**src/rtl/thermal_update_sched.sv**
```systemverilog
// Sequences NUM_CH thermal-model instances from one prescaled tick: per channel it
// computes the steady-state target, pulses that channel's update, then checks its alarm.
module thermal_update_sched #(
  parameter int WIDTH    = 16,
  parameter int NUM_CH   = 4,
  parameter int PWR_W    = 8,
  parameter int RTH_FRAC = 4,
  parameter int DIV_W    = 16
) (
  input  logic                    clk,
  input  logic                    rst,
  input  logic                    enable,
  input  logic [DIV_W-1:0]        cfg_period,
  input  logic [WIDTH-1:0]        t_amb,
  input  logic [WIDTH-1:0]        r_th,
  input  logic [WIDTH-1:0]        t_hi,
  input  logic [WIDTH-1:0]        t_lo,
  input  logic [NUM_CH*PWR_W-1:0] power,
  input  logic [NUM_CH*WIDTH-1:0] t_cur,
  output logic [WIDTH-1:0]        t_steady,
  output logic [NUM_CH-1:0]       upd_en,
  output logic [NUM_CH-1:0]       alarm,
  output logic                    busy,
  output logic                    overrun,
  output logic                    sweep_done
);

  localparam int CH_W   = (NUM_CH > 1) ? $clog2(NUM_CH) : 1;
  localparam int PROD_W = PWR_W + WIDTH;
  localparam logic [CH_W-1:0] LAST_CH = CH_W'(NUM_CH - 1);

  typedef enum logic [1:0] {S_IDLE, S_CALC, S_ISSUE, S_CHECK} state_e;

  state_e              state_q, state_d;
  logic [CH_W-1:0]     ch_q, ch_d;
  logic [DIV_W-1:0]    cnt_q, cnt_d;
  logic [WIDTH-1:0]    t_steady_q, t_steady_d;
  logic [NUM_CH-1:0]   upd_en_q, upd_en_d;
  logic [NUM_CH-1:0]   alarm_q, alarm_d;
  logic                busy_q, busy_d;
  logic                overrun_q, overrun_d;
  logic                sweep_done_q, sweep_done_d;

  logic                tick;
  logic [PWR_W-1:0]    pwr_sel;
  logic [PROD_W-1:0]   prod;
  logic [PROD_W:0]     sum;
  logic [WIDTH-1:0]    sum_sat;
  logic [WIDTH-1:0]    t_sel;

  // NOTE: every signal written here gets a default first, so no latch can be inferred.
  always_comb begin
    tick  = 1'b0;
    cnt_d = '0;
    if (enable) begin
      if (cnt_q == cfg_period) tick = 1'b1;
      else                     cnt_d = cnt_q + 1'b1;
    end

    pwr_sel = power[ch_q*PWR_W +: PWR_W];
    prod    = PROD_W'(pwr_sel) * PROD_W'(r_th);
    sum     = (PROD_W+1)'(t_amb) + (PROD_W+1)'(prod >> RTH_FRAC);
    sum_sat = (|sum[PROD_W:WIDTH]) ? '1 : sum[WIDTH-1:0];
    t_sel   = t_cur[ch_q*WIDTH +: WIDTH];

    state_d      = state_q;
    ch_d         = ch_q;
    t_steady_d   = t_steady_q;
    upd_en_d     = '0;
    alarm_d      = alarm_q;
    busy_d       = busy_q;
    sweep_done_d = 1'b0;
    // A tick seen in any non-idle state is dropped, including the sweep_done cycle.
    overrun_d    = overrun_q | (tick && (state_q != S_IDLE));

    case (state_q)
      S_IDLE: begin
        if (tick) begin
          state_d = S_CALC;
          ch_d    = '0;
          busy_d  = 1'b1;
        end
      end
      S_CALC: begin
        t_steady_d = sum_sat;
        upd_en_d   = NUM_CH'(1) << ch_q;
        state_d    = S_ISSUE;
      end
      S_ISSUE: begin
        sweep_done_d = (ch_q == LAST_CH);
        state_d      = S_CHECK;
      end
      S_CHECK: begin
        if (t_sel >= t_hi)     alarm_d[ch_q] = 1'b1;
        else if (t_sel < t_lo) alarm_d[ch_q] = 1'b0;
        if (ch_q == LAST_CH) begin
          state_d = S_IDLE;
          busy_d  = 1'b0;
        end else begin
          ch_d    = ch_q + 1'b1;
          state_d = S_CALC;
        end
      end
      default: state_d = S_IDLE;
    endcase
  end

  // NOTE: sequential state uses non-blocking assignments only, so all flops update together.
  always_ff @(posedge clk) begin
    if (rst) begin
      state_q      <= S_IDLE;
      ch_q         <= '0;
      cnt_q        <= '0;
      t_steady_q   <= '0;
      upd_en_q     <= '0;
      alarm_q      <= '0;
      busy_q       <= 1'b0;
      overrun_q    <= 1'b0;
      sweep_done_q <= 1'b0;
    end else begin
      state_q      <= state_d;
      ch_q         <= ch_d;
      cnt_q        <= cnt_d;
      t_steady_q   <= t_steady_d;
      upd_en_q     <= upd_en_d;
      alarm_q      <= alarm_d;
      busy_q       <= busy_d;
      overrun_q    <= overrun_d;
      sweep_done_q <= sweep_done_d;
    end
  end

  assign t_steady   = t_steady_q;
  assign upd_en     = upd_en_q;
  assign alarm      = alarm_q;
  assign busy       = busy_q;
  assign overrun    = overrun_q;
  assign sweep_done = sweep_done_q;

endmodule
```
**config.mk**
```make
export PLATFORM = sky130hd
export DESIGN_NAME = thermal_update_sched
export DESIGN_NICKNAME = d
export VERILOG_FILES = /design/src/rtl/thermal_update_sched.sv
export SDC_FILE = /design/constraint.sdc
export NUM_CORES = 1
export LEC_CHECK = 0
export CAP_MARGIN = 20
export CELL_PAD_IN_SITES_DETAIL_PLACEMENT = 1
export CELL_PAD_IN_SITES_GLOBAL_PLACEMENT = 1
export CORE_MARGIN = 1.5
export CORE_UTILIZATION = 30
export DETAILED_ROUTE_END_ITERATION = 12
export MAX_ROUTING_LAYER = met4
export PLACE_DENSITY = 0.64
export REMOVE_ABC_BUFFERS = 1
export SLEW_MARGIN = 5
export SYNTH_ARGS = -nofsm -noshare
export SYNTH_HDL_FRONTEND = slang
export SYNTH_SLANG_ARGS = --single-unit
```
**constraint.sdc**
```tcl
create_clock -name clk -period 10.3 [get_ports clk]
set_input_delay 1.545 -clock clk [delete_from_list [all_inputs] [get_ports clk]]
set_output_delay 1.545 -clock clk [all_outputs]
set_load 0.01 [all_outputs]
```
==> metrics.csv <==
metric,value,unit
row count,61,
IO Port Bufs,205,
unrepaired setup endpoints after global routing,no,
Yosys reg bits,47,
initial antenna violation count,0,
share of cells above drive strength 1,5.168,%
area of the multi-input gates,6945,µm²
fill count,3299,
CTS Sinks,47,
WL final,26790,µm
Tmin final,9115,ps
clock buffer depth,2,
critical path class,input pin to flop,
io pins,206,
mapped cell area,8587,µm²
RD Place Congestion,0.8442,
via count,7545,
post-CTS setup buffer count,0,
Reg2Reg Launch Point,ch_q[1],
post-synthesis sequential area ratio,10.96,%
Worst Path Max Fanout,16,
Storage cell area,942.2,µm²
Slew Limit Fails,0,
CP Launch Type,input pin,
"commonest non-fill, non-tap cell in the layout",clkdlybuf4s50_1,
Sequential Power Share,7.5,%
DIE AREA,29650,µm²
Inserted Clock Buffers,5,
outcome,"finished, final reports clean",
Sum Neg Setup Slack,0,ps
Core Region,28010,µm²
Syn Area/Cell,8.825,µm²
"Reg clk slew, reported paths",60,ps
Pleak,0.004813,µW
global-route wire length before repair,43950,µm
Area after DPL,11000,µm²
clock power share,5.3,%
crit path DAT,9240,ps
# nets final,1523,
yosys warns,0,
Worst Setup EP,t_steady[8],
CP Launch Point,power[31],
die height,172.2,µm
Post-Syn Instances,973,
Min-Delay Path Class,flop to flop,
ANT cells,0,
most frequent cells in the layout,"clkdlybuf4s50_1, inv_1, and2_1, ha_1, fa_1",
hold_buf cts,0,
largest net degree at the start of global routing,34,
Iteration-0 DRC Markers,233,
post-CTS sizing,0,
average routed wire per standard cell,17.41,µm
actual slew at the worst max-slew pin,823.4,ps
R2R depth,26,
Max Freq,0.1097,GHz
maxcap violations,0,
Clock Skews,3.659,ps
"setup slack, reg-to-reg",2050,ps
Vias/cell,4.903,
sw frac,53.65,%
VDD IR-drop max,175.4,µV
Total Routing Usage GR,19.36,%
Routed Antenna Nets,0,
Psw,1588,µW
clock root cell,clkbuf_16,
H-tree depth,2,
CP Capture Type,flop,
final-report hold violation count,0,
CTS tree,yes,
design area,11140,µm²
Finish-stage setup viols,0,
clock latency at the later pin of the worst-skew pair,280,ps
Worst slew margin,45.03,%
Overflow after GRT,0,
share of the clock period used by the worst path,88.49,%
Post-synth ARST share,0,%
Synth cell types,73,
initial core utilization,30.66,%
CP required,10420,ps
Area Growth Syn to Fin,29.68,%
Final HPWL DP,22730,µm
P per Cell Area,265.8,nW/µm²
TritonRoute pass-1 iters,4,
Die Width,172.2,µm
reg2reg end,t_steady[8],
combinational power share,87.2,%
vias in the first global route,8414,
internal power,1372,µW
ys flop type,dfxtp_1,
DRC Markers,0,
Post-synth EDFFs,0,
-- layer usage --
metal | GRT usage (%) | share of wire, %
met3 | 2.106 | 4.5
met2 | 35.41 | 51
met5 | - | 0
met1 | 23.46 | 43
met4 | 2.344 | 0.93
-- through the flow --
stage / hold WS, ps / setup slack (ps) / util (%) / cells / total power (µW)
floorplan: 459.5 / 2064 / - / 944 / 2145
global placement: 458.5 / 1058 / 39.26 / 1531 / 2813
detailed placement: 467.1 / 875.7 / 39.26 / 1531 / 2844
CTS: 482.3 / 1151 / 39.76 / 1539 / 3013
global route: 515.0 / 630.6 / 39.76 / 1539 / 3327
finish: 487.8 / 1185 / 39.76 / 1539 / 2960
-- power by group through the flow --
stage                     Sequential (µW)  Combinational (µW)  Clock, µW
after CTS                             224                2630        163
after floorplan                       235                1910          0
final                                 223                2580        156
after detailed placement              228                2620          0
after global routing                  227                2930        171
after global placement                228                2590          0
-- cells by family after synthesis --
logic type	after synthesis	synth area share [%]
DFF	47	10.96
buffers and inverters	177	8.160
and+or+nand+nor	316	19.58
xor gates and xnor gates	57	5.814
muxes	28	6.834
AOI/OAI and AO/OA	164	14.41
adders and majority gates	184	34.24
-- critical path, cell delays in order --
cell,delay [ps]
clkdlybuf4s50_1,410
mux4_2,650
and2_1,250
fa_1,510
fa_1,530
fa_1,540
inv_1,50
fa_1,530
inv_1,40
ha_1,390
a21oi_1,170
a21boi_0,130
or3_1,400
o211ai_2,230
nand2b_1,140
a21o_1,200
a21oi_1,170
xnor2_1,160
ha_1,310
a21o_1,230
a21oi_1,130
o21ai_0,90
a21oi_1,150
nand2_1,130
or3_4,420
a22oi_4,530
a311oi_2,200
-- synth_stat cells, drive strengths merged (5+ instances only) --
cell / n / area share [%]
a31oi: 8 / 0.58
a311oi: 15 / 2.0
dfxtp: 47 / 11
nand3: 19 / 1.1
nor2b: 8 / 0.58
mux4: 23 / 6.0
o21a: 5 / 0.44
and2: 99 / 7.2
fa: 85 / 20
xor2: 17 / 1.7
nand2: 62 / 2.7
clkbuf: 17 / 0.74
buf: 12 / 0.95
a21oi: 48 / 2.8
ha: 99 / 14
a21o: 17 / 1.5
and3: 13 / 0.95
a211oi: 10 / 0.93
xnor2: 40 / 4.1
nand4: 14 / 1.1
nor3: 7 / 0.41
nand2b: 13 / 0.95
o21ai: 20 / 1.2
nor2: 59 / 2.6
inv: 148 / 6.5
or3: 7 / 0.57
-- registers in the layout (all words and copies together) (netlist names), named ones only --
name	flops
cnt_q	16
t_steady	16
upd_en	4
ch_q	2
state_q	2
busy	1
overrun	1
sweep_done	1
-- cell type report --
class / count / area share, %
Clock buffer: 7 / 1.191
Clock inverter: 1 / 0.04494
Inverter: 148 / 4.989
Multi-Input combinational cell: 749 / 62.37
Sequential cell: 47 / 8.461
Tap cell: 378 / 4.247
Timing Repair Buffer: 209 / 18.70
-- worst min-delay path by stage --
stage / from / endpoint / slack [ps] / cells past startpoint
2_1_floorplan: cnt_q[0] / cnt_q[0] / 460 / 1
3_3_place_gp: overrun / overrun / 460 / 2
3_5_place_dp: overrun / overrun / 470 / 2
4_1_cts: overrun / overrun / 480 / 2
5_1_grt: overrun / overrun / 520 / 2
6_report: t_steady[10] / t_steady[10] / 490 / 2
Power figures use the tool's default switching activity.
